**config.mk**
```make
export PLATFORM = sky130hd
export DESIGN_NAME = mux_n_pipe
export DESIGN_NICKNAME = d
export VERILOG_FILES = /design/src/rtl/mux_n_pipe.sv
export SDC_FILE = /design/constraint.sdc
export NUM_CORES = 1
export LEC_CHECK = 0
export CAP_MARGIN = 10
export CORE_UTILIZATION = 41
export DETAILED_ROUTE_END_ITERATION = 10
export PLACE_DENSITY = 0.94
export SLEW_MARGIN = 20
export SYNTH_ARGS = -nofsm -noshare
export SYNTH_HDL_FRONTEND = slang
export SYNTH_SLANG_ARGS = --single-unit
```
**constraint.sdc**
```tcl
create_clock -name clk -period 5.5 [get_ports clk]
set_clock_uncertainty 0.1 [all_clocks]
set_input_delay 1.375 -clock clk [delete_from_list [all_inputs] [get_ports clk]]
set_output_delay 1.375 -clock clk [all_outputs]
set_load 0.1 [all_outputs]
```
**src/rtl/mux_n_pipe.sv**
```systemverilog
// mux_n_pipe: registered N-input, WIDTH-bit multiplexer with per-channel
// valid/ready handshakes and a one-stage output register.
//   mode = 0 : the channel is chosen by sel (direct select)
//   mode = 1 : the channel is chosen by a round-robin search starting at rr_ptr
// At most one channel transfers per cycle. A transfer happens when the output
// stage is empty or draining this cycle (accept) and the granted channel is valid.
module mux_n_pipe #(
    parameter int WIDTH = 8,
    parameter int N     = 4,
    localparam int SELW = $clog2(N)
) (
    input  logic                 clk,
    input  logic                 rst,
    input  logic [N*WIDTH-1:0]   IN,
    input  logic [N-1:0]         in_valid,
    output logic [N-1:0]         in_ready,
    input  logic [SELW-1:0]      sel,
    input  logic                 mode,
    output logic [WIDTH-1:0]     OUT,
    output logic [SELW-1:0]      out_sel,
    output logic                 out_valid,
    input  logic                 out_ready
);

    // Channel indices are SELW bits wide. When N is not a power of two, some
    // index values name no channel, so valid bits are padded to the full
    // index space and the padding reads as "not valid".
    localparam int          NP     = 1 << SELW;
    localparam int unsigned N_U    = N;
    localparam logic [SELW:0]   N_W    = N_U[SELW:0];
    localparam logic [SELW-1:0] LAST_CH = N_U[SELW-1:0] - 1'b1;

    // Output stage and round-robin pointer registers.
    logic [WIDTH-1:0] out_q,       out_d;
    logic [SELW-1:0]  out_sel_q,   out_sel_d;
    logic             out_valid_q, out_valid_d;
    logic [SELW-1:0]  rr_ptr_q,    rr_ptr_d;

    // Arbitration results.
    logic [NP-1:0]    in_valid_pad;
    logic             accept;
    logic             sel_in_range;
    logic             rr_found;
    logic [SELW-1:0]  rr_grant;
    logic [SELW:0]    rr_idx;
    logic [SELW-1:0]  grant;
    logic             grant_valid;
    logic [WIDTH-1:0] grant_data;
    logic             xfer;

    // Zero-extend the valid vector so any SELW-bit index can address it safely.
    always_comb begin
        in_valid_pad        = '0;
        in_valid_pad[N-1:0] = in_valid;
    end

    // The output stage can take a new word when it is empty or being drained.
    always_comb begin
        accept = !out_valid_q || out_ready;
    end

    // Round-robin search: first valid channel at rr_ptr, rr_ptr+1, ... wrapping
    // past N-1 back to 0. rr_ptr is always below N, so one subtraction of N
    // is enough to bring the running index back into range.
    always_comb begin
        rr_found = 1'b0;
        rr_grant = '0;
        rr_idx   = '0;
        for (int k = 0; k < N; k++) begin
            rr_idx = {1'b0, rr_ptr_q} + (SELW+1)'(k);
            if (rr_idx >= N_W) begin
                rr_idx = rr_idx - N_W;
            end
            if (!rr_found && in_valid_pad[rr_idx[SELW-1:0]]) begin
                rr_found = 1'b1;
                rr_grant = rr_idx[SELW-1:0];
            end
        end
    end

    // Grant selection: direct mode trusts sel only when it names a real channel.
    always_comb begin
        sel_in_range = ({1'b0, sel} < N_W);
        if (mode) begin
            grant       = rr_grant;
            grant_valid = rr_found;
        end else begin
            grant       = sel;
            grant_valid = sel_in_range && in_valid_pad[sel];
        end
    end

    // Data mux for the granted channel; out-of-range grants never transfer,
    // so their zero default is never loaded.
    always_comb begin
        grant_data = '0;
        for (int i = 0; i < N; i++) begin
            if (grant == SELW'(i)) begin
                grant_data = IN[i*WIDTH +: WIDTH];
            end
        end
    end

    // Per-channel ready: only the granted channel sees ready, and nobody does
    // while reset is held.
    always_comb begin
        in_ready = '0;
        for (int i = 0; i < N; i++) begin
            in_ready[i] = !rst && accept && grant_valid && (grant == SELW'(i));
        end
    end

    // Next-state for the output stage and round-robin pointer.
    always_comb begin
        xfer        = accept && grant_valid;
        out_d       = out_q;
        out_sel_d   = out_sel_q;
        out_valid_d = out_valid_q;
        rr_ptr_d    = rr_ptr_q;
        if (accept) begin
            out_valid_d = xfer;
            if (xfer) begin
                out_d     = grant_data;
                out_sel_d = grant;
            end
        end
        if (xfer && mode) begin
            rr_ptr_d = (grant == LAST_CH) ? '0 : grant + 1'b1;
        end
    end

    // State registers; reset empties the output stage immediately.
    always_ff @(posedge clk or posedge rst) begin
        if (rst) begin
            out_q       <= '0;
            out_sel_q   <= '0;
            out_valid_q <= 1'b0;
            rr_ptr_q    <= '0;
        end else begin
            out_q       <= out_d;
            out_sel_q   <= out_sel_d;
            out_valid_q <= out_valid_d;
            rr_ptr_q    <= rr_ptr_d;
        end
    end

    assign OUT       = out_q;
    assign out_sel   = out_sel_q;
    assign out_valid = out_valid_q;

endmodule

```
==> results of run 1 <==
power groups by stage:
| stage | logic (mW) | registers [mW] | clock network, mW |
|---|---|---|---|
| floorplan | 0.150 | 0.401 | 0 |
| global placement | 0.522 | 0.159 | 0 |
| detailed placement | 0.533 | 0.163 | 0 |
| CTS | 0.535 | 0.161 | 0.0604 |
| global route | 0.556 | 0.166 | 0.0644 |
| finish | 0.535 | 0.161 | 0.0587 |
stage by stage:
step           power [mW]  cells  hold WS [ps]  area [sq um]  setup slack (ps)
2_1_floorplan       0.551    102           387          1000               876
3_3_place_gp        0.682    185           391          1640               586
3_5_place_dp        0.696    185           400          1640               501
4_1_cts             0.757    189           416          1660               408
5_1_grt             0.787    189           428          1660               247
6_report            0.755    189           413          1660               346
routing by layer:
metal | track usage (%) | vias to the layer above | part of all wire [%]
met5 | 0 | - | 0
met4 | 8.56 | 0 | 1.4
met3 | 7.44 | 6 | 10
met2 | 42.6 | 55 | 48
met1 | 25.0 | 492 | 40
li1 | - | 491 | -
critical path, cell delays in order:
cell and delay (ps):
clkdlybuf4s50_1 490, mux2i_1 180, nor2_1 80, o41ai_1 750, inv_1 170, ha_1 270
and3_2 200, buf_12 170
how the worst min path moves through the flow:
stage	endpoint	slack, ps	cells after the start
3_5_place_dp	OUT[4]$_DFFE_PP0P_	400	1
2_1_floorplan	rr_ptr_q[0]$_DFFE_PP0P_	390	2
6_report	OUT[6]$_DFFE_PP0P_	410	1
4_1_cts	OUT[4]$_DFFE_PP0P_	420	1
3_3_place_gp	OUT[6]$_DFFE_PP0P_	390	1
5_1_grt	OUT[7]$_DFFE_PP0P_	430	1
cell families (layout without fill, tap and decap cells):
family                   Yosys count  count (layout)
AO/OA/AOI/OAI                     25              25
adder cells (fa/ha/maj)            4               4
buffers and inverters             12              71
flip-flops                        13              13
multiplexers                      14              14
AND/OR/NAND/NOR                   34              34
sequential cells by signal (all words and copies together), names as in the netlist:
register / cells
OUT: 8
out_sel: 2
rr_ptr_q: 2
out_valid: 1
area by class of cell:
cell class | count | area (sq um) | area share [%]
clock buffer | 4 | 26.3 | 1.58
inverter | 7 | 26.3 | 1.58
multi-input combinational | 77 | 619 | 37.2
sequential | 13 | 325 | 19.6
tap | 28 | 35.0 | 2.11
timing repair buffer | 60 | 631 | 37.9
synthesized netlist by cell type:
cell type | instances | area share [%]
o31ai_1 | 9 | 6.7
ha_1 | 4 | 5.0
buf_4 | 1 | 0.75
nor2_1 | 2 | 0.75
buf_6 | 1 | 1.1
and3_2 | 4 | 3.0
o41ai_1 | 1 | 0.87
a21oi_1 | 4 | 2.0
o21ai_0 | 1 | 0.50
or4_4 | 1 | 1.1
nand3_1 | 1 | 0.50
buf_2 | 1 | 0.50
a22o_1 | 1 | 0.87
dfrtp_1 | 13 | 32
or2b_1 | 1 | 0.75
mux2i_2 | 1 | 1.4
nor3_1 | 1 | 0.50
a221oi_1 | 7 | 6.1
mux2_2 | 5 | 5.6
mux2_4 | 6 | 9.0
inv_1 | 7 | 2.6
clkbuf_1 | 2 | 0.75
nor2b_1 | 9 | 5.6
mux4_1 | 1 | 2.6
a311oi_1 | 1 | 0.87
a21oi_2 | 1 | 0.87
nand2_1 | 13 | 4.9
mux2i_1 | 1 | 1.0
nand2b_1 | 2 | 1.2
==> impl_metrics.yaml, run 1 <==
global_routing:
  grt_pass1_wl_microns: 4600
  grtUsageTotal_pct: 23.5
  antenna_found_initial: 0
  grt_pass1_vias: 1096
  overflow: 0
  grt_max_degree: 18
critical_path:
  crit_fanout: 6
  start_kind: "input port"
  crit_start: "in_valid[2]"
  crit_path_end_kind: "output pin"
  rr_worst_depth: 9
  crit_end: "in_ready[0]"
  required_ps: 4030
  r2r-end: "OUT[3]$_DFFE_PP0P_"
  cp.arrival_ps: 3680
  rrSetupSlack_ps: 2450
  r2r_start: "rr_ptr_q[1]$_DFFE_PP0P_"
  worstSetupPathType: "in2out"
timing:
  fin_crit_ps: 5150
  hold_violations: 0
  setup_viol: 0
  finalSetupTns_ps: 0
  min_period_over_period_pct: 93.7
  rsz0062_at_grt: "false"
  fmax_mhz: 194
  slew_viol_final: 0
  max_slew_margin_pct: 34.1
  tightest_slew_ps: 985
pwr:
  share_comb_of_total_power_pct: 70.8
  netSwitchingFraction_pct: 55.3
  power_switching_mw: 0.418
  seqPwrFrac_pct: 21.4
  ir_drop_mv: 0.279
  clkPwrFrac_pct: 7.8
  p_per_area_nw_per_um2: 454
  p_int_mw: 0.337
  power.leakage_nw: 0.710
floorplan:
  die_y_microns: 51.4
  core_sq_um: 2250
  start_util_pct: 44.5
  die_w_microns: 51.4
  pin_count: 57
  die_area_sq_um: 2650
  rows: 17
yosys:
  synth_fp_nets: 148
  ys_warn_count: 0
  synth_cells: 102
  yosysSeqAreaShare_pct: 32.5
  syn_avg_cell_area_sq_um: 9.83
  synth.area.mux_share_pct: 19.6
  synthSimpleGateAreaFrac_pct: 18.4
  synth_top_family_by_area: "multiplexers"
  ys_types: 29
  synth_area_sq_um: 1000
  synth_compound_area_share_pct: 18.9
  synth_xor_area_share_pct: 0
  synthAdderAreaFrac_pct: 4.99
  synth_seq_cells: 13
place:
  gp_congestion: 0.730
  post-dp-hpwl_microns: 2300
  port_buffers: 56
cells_and_area:
  antenna_cells: 0
  final_cell_mix: "clkdlybuf4s50_1 (52), dfrtp_1 (13), nand2_1 (13)"
  drive_above_1_share_pct: 18.0
  fillers: 153
  final_core_util_pct: 73.8
  area_growth_pct: 65.9
  final_common_cell: "clkdlybuf4s50_1"
  fin_nets: 208
routing:
  drcViolationCount: 0
  wl_microns: 2930
  firstDrtPassIters: 4
  ant_nets: 0
  vias_per_cell: 5.52
  dr_total_vias: 1044
  wl_per_cell_microns: 15.5
  drtIter0Drc: 27
job:
  maxCapViolations: 0
worst_hold_path:
  hp-start: "OUT[6]$_DFFE_PP0P_"
  worst_hold_path_type: "reg2reg"
clock_network:
  postCtsResizedCells: 0
  clock_path_buffers: 2
  cts_tree: "yes"
  post-cts-setup-buffer-count: 0
  cts-hold-fix-buffers: 0
  clk_pin_slew_ps: 80
  root_buffer: "clkbuf_4"
  cts_buffers: 3
  clk_latency_ps: 270
  clkSinkCount: 13
  cts-htree-levels: 1
run_status:
  status: "finished clean"
Power figures use the tool's default switching activity.
==> inputs of run 2 (changes only) <==
Settings changed: CTS_CLUSTER_SIZE set to 30, PLACE_DENSITY 0.94 to unset, PLACE_DENSITY_LB_ADDON set to 0.08.
==> run 2 against run 1 <==
  * Non-clock buffer count shrank 1
  * Via count fell by 4.7%
  * Routed wire length decreased by 1.8%
  * Clock power is 2% lower
  * Power decreased by 0.94%
  * Critical path depth stayed put
  * Final area decreased by 0.45%
  * Fmax up 2.3%
  * Sequential power hardly changed
  * Sequential share of layout area grew 0.089 points
  * Final cell count is 0.53% lower
  * Highest routed layer unchanged
==> impl_metrics.yaml, run 2 (synthesis gave the netlist of run 1 again) <==
run_status:
  status: "finished clean"
clock_network:
  clk_pin_slew_ps: 80
  clkSinkCount: 13
  cts-htree-levels: 1
  cts_tree: "yes"
  root_buffer: "clkbuf_4"
  clock_path_buffers: 2
  postCtsResizedCells: 0
  post-cts-setup-buffer-count: 0
  clk_latency_ps: 270
  cts_buffers: 3
  cts-hold-fix-buffers: 0
critical_path:
  r2r_start: "rr_ptr_q[1]$_DFFE_PP0P_"
  rrSetupSlack_ps: 2620
  required_ps: 4030
  start_kind: "input port"
  cp.arrival_ps: 3560
  crit_path_end_kind: "output pin"
  rr_worst_depth: 9
  crit_fanout: 11
  crit_start: "in_valid[2]"
  worstSetupPathType: "in2out"
  r2r-end: "OUT[1]$_DFFE_PP0P_"
  crit_end: "in_ready[1]"
floorplan:
  rows: 17
  pin_count: 57
  die_w_microns: 51.4
  die_y_microns: 51.4
  die_area_sq_um: 2650
  start_util_pct: 44.5
  core_sq_um: 2250
routing:
  wl_per_cell_microns: 15.3
  vias_per_cell: 5.29
  drcViolationCount: 0
  dr_total_vias: 995
  firstDrtPassIters: 4
  wl_microns: 2880
  drtIter0Drc: 15
  ant_nets: 0
global_routing:
  antenna_found_initial: 0
  grtUsageTotal_pct: 24.6
  overflow: 0
  grt_max_degree: 18
  grt_pass1_wl_microns: 4730
  grt_pass1_vias: 1033
worst_hold_path:
  worst_hold_path_type: "reg2reg"
  hold_depth: 1
cells_and_area:
  drive_above_1_share_pct: 17.5
  final_cell_mix: "clkdlybuf4s50_1 (52), dfrtp_1 (13), nand2_1 (13)"
  antenna_cells: 0
  area_growth_pct: 65.2
  largest_reg_flops: 8
  fin_nets: 207
  post-route-cell-area_sq_um: 1660
  final_common_cell: "clkdlybuf4s50_1"
timing:
  min_period_over_period_pct: 91.6
  max_slew_margin_pct: 35.2
  slew_viol_final: 0
  tightest_slew_ps: 968
  setup_ws_ps: 461
  setup_viol: 0
  fmax_mhz: 198
  hold_violations: 0
  finalSetupTns_ps: 0
  fin_crit_ps: 5040
  rsz0062_at_grt: "false"
  holdWs_ps: 418
job:
  maxCapViolations: 0
place:
  post-dp-hpwl_microns: 2170
  dpl_worst_slack_ps: 481
  placed_area_sq_um: 1630
  gp_congestion: 0.889
  port_buffers: 56
pwr:
  power.leakage_nw: 0.705
  ir_drop_mv: 0.387
  p_per_area_nw_per_um2: 452
run 2: cell count changes in the layout (fill, tap and decap cells not counted), sizes merged:
cell / before / now
buf: 8 / 7
run 2: through the flow:
stage	utilization (%)	std cells	power, mW
after floorplan	-	102	0.551
final	73.4	188	0.747
after CTS	73.4	188	0.753
after detailed placement	72.3	184	0.692
after global placement	72.3	184	0.683
after global routing	73.4	188	0.785
run 2: worst min-delay path by stage:
stage / slack [ps] / from / end
floorplan: 390 / rr_ptr_q[0]$_DFFE_PP0P_ / rr_ptr_q[0]$_DFFE_PP0P_
global placement: 390 / OUT[6]$_DFFE_PP0P_ / OUT[6]$_DFFE_PP0P_
detailed placement: 400 / OUT[7]$_DFFE_PP0P_ / OUT[7]$_DFFE_PP0P_
CTS: 420 / OUT[7]$_DFFE_PP0P_ / OUT[7]$_DFFE_PP0P_
global route: 440 / OUT[6]$_DFFE_PP0P_ / OUT[6]$_DFFE_PP0P_
finish: 420 / OUT[4]$_DFFE_PP0P_ / OUT[4]$_DFFE_PP0P_
run 2: area by class of cell:
class / count / area [sq um]
Timing Repair Buffer: 59 / 623
Sequential cell: 13 / 325
Tap cell: 28 / 35.0
Inverter: 7 / 26.3
Fill cell: 181 / 599
Clock buffer: 4 / 26.3
Multi-Input combinational cell: 77 / 619
run 2: critical path: stages:
cell             delay (ps)
clkdlybuf4s50_1         490
mux2i_1                 180
nor2_1                   70
o41ai_1                 380
buf_4                   200
ha_1                    400
and3_2                  290
buf_12                  170
run 2: report_power, final:
part | internal [mW] | leakage, nW | switching, mW
clock network | 0.0281 | 0.0150 | 0.0295
registers | 0.135 | 0.157 | 0.0274
logic | 0.174 | 0.533 | 0.354
total | 0.336 | 0.705 | 0.411
run 2: layer usage:
metal	vias up	routed length [microns]	part of all wire (%)	global-route usage [%]
met5	-	0	0	0
met4	0	19	0.66	7.21
met3	2	156	5.4	6.55
met2	32	1460	51	44.2
met1	468	1240	43	28.1
li1	493	-	-	-
==> inputs of run 3 (changes only) <==
Clock period 5.5 ns to 6.1 ns, I/O delays scaled along.
==> run 3 against run 2 <==
  * Hold slack got worse by 5.1 ps
  * Register-to-register slack better by 550 ps
  * Worst setup slack improved by 71 ps
  * Final area fell by 0.91%
==> impl_metrics.yaml, run 3 (synthesis gave the netlist of run 1 again) <==
floorplan:
  die_w_microns: 51.4
  core_sq_um: 2250
  die_y_microns: 51.4
  start_util_pct: 44.5
  pin_count: 57
  rows: 17
  die_area_sq_um: 2650
pwr:
  netSwitchingFraction_pct: 55.3
  fin_total_pwr_mw: 0.673
  p_int_mw: 0.301
  share_comb_of_total_power_pct: 70.1
  ir_drop_mv: 0.355
  power_switching_mw: 0.372
  power.leakage_nw: 0.695
  p_per_area_nw_per_um2: 410
  seqPwrFrac_pct: 21.4
  clkPwrFrac_pct: 8.4
critical_path:
  cp.arrival_ps: 3940
  crit_path_end_kind: "output pin"
  crit_fanout: 17
  start_kind: "input port"
  worstSetupPathType: "in2out"
  required_ps: 4470
  rrSetupSlack_ps: 3170
place:
  post-dp-hpwl_microns: 2170
  gp_congestion: 0.903
  dpl_worst_slack_ps: 563
  port_buffers: 56
  dpl.cell_count: 182
  placed_area_sq_um: 1610
clock_network:
  root_buffer: "clkbuf_4"
  cts_tree: "yes"
  clock_path_buffers: 2
  post-cts-setup-buffer-count: 0
  clk_pin_slew_ps: 80
  postCtsResizedCells: 0
  clkSinkCount: 13
  cts-htree-levels: 1
  cts_buffers: 3
  cts-hold-fix-buffers: 0
  clk_latency_ps: 280
routing:
  dr_total_vias: 1012
  wl_microns: 2860
  drcViolationCount: 0
  wl_per_cell_microns: 15.4
  vias_per_cell: 5.44
  ant_nets: 0
  firstDrtPassIters: 4
  drtIter0Drc: 10
cells_and_area:
  post-route-cell-area_sq_um: 1640
  fin_nets: 205
  largest_reg_flops: 8
  final_cell_mix: "clkdlybuf4s50_1 (52), dfrtp_1 (13), nand2_1 (13)"
  antenna_cells: 0
  final_cells: 186
  drive_above_1_share_pct: 16.5
  final_common_cell: "clkdlybuf4s50_1"
  area_growth_pct: 63.7
  final_core_util_pct: 72.8
timing:
  slew_viol_final: 0
  finalSetupTns_ps: 0
  setup_ws_ps: 532
  fin_crit_ps: 5570
  hold_violations: 0
  holdWs_ps: 413
  max_slew_margin_pct: 34.1
  rsz0062_at_grt: "false"
  setup_viol: 0
  min_period_over_period_pct: 91.3
  fmax_mhz: 180
  tightest_slew_ps: 985
global_routing:
  overflow: 0
  grt_pass1_wl_microns: 4500
  grt_pass1_vias: 957
  grt_max_degree: 18
  grtUsageTotal_pct: 23.5
  antenna_found_initial: 0
job:
  maxCapViolations: 0
run_status:
  status: "finished clean"
worst_hold_path:
  worst_hold_path_type: "reg2reg"
==> run 3: changes by cell type in the layout (fill, tap and decap cells not counted) <==
| cell | previous run | this run |
|---|---|---|
| buf_4 | 3 | 1 |
==> run 3: cell type report <==
class                      instances  area, sq um
clock buffer                       4         26.3
fill                             188          614
inverter                           7         26.3
multi-input combinational         77          619
sequential                        13          325
tap                               28         35.0
timing repair buffer              57          608
==> run 3: worst paths after layout <==
check	depth (start not counted)	from	end
worst max-delay path	7	in_valid[2]	in_ready[2]
worst min register to register	1	OUT[6]$_DFFE_PP0P_	OUT[6]$_DFFE_PP0P_
max in group asynchronous	2	rst	rr_ptr_q[0]$_DFFE_PP0P_
min in group asynchronous	2	rst	OUT[6]$_DFFE_PP0P_
worst min-delay path	1	OUT[6]$_DFFE_PP0P_	OUT[6]$_DFFE_PP0P_
worst max register to register	8	rr_ptr_q[1]$_DFFE_PP0P_	OUT[6]$_DFFE_PP0P_
==> run 3: worst max-delay path, stage by stage <==
cell and delay (ps):
clkdlybuf4s50_1 570, nor2b_1 190, a311oi_1 70, o31ai_1 530
ha_1 560, and3_2 300, buf_12 170
==> run 3: power groups by stage <==
| stage | combinational (mW) | sequential [mW] | clock, mW |
|---|---|---|---|
| 3_5_place_dp | 0.472 | 0.146 | 0 |
| 6_report | 0.472 | 0.144 | 0.0566 |
| 4_1_cts | 0.474 | 0.144 | 0.0591 |
| 3_3_place_gp | 0.467 | 0.145 | 0 |
| 2_1_floorplan | 0.135 | 0.361 | 0 |
| 5_1_grt | 0.492 | 0.149 | 0.0627 |
==> run 3: layer usage <==
layer / up-vias / share of wire (%) / global-route usage (%)
li1: 487 / - / -
met1: 491 / 41 / 28.1
met2: 29 / 51 / 40.7
met3: 5 / 6.3 / 6.25
met4: 0 / 1.1 / 6.76
met5: - / 0 / 0
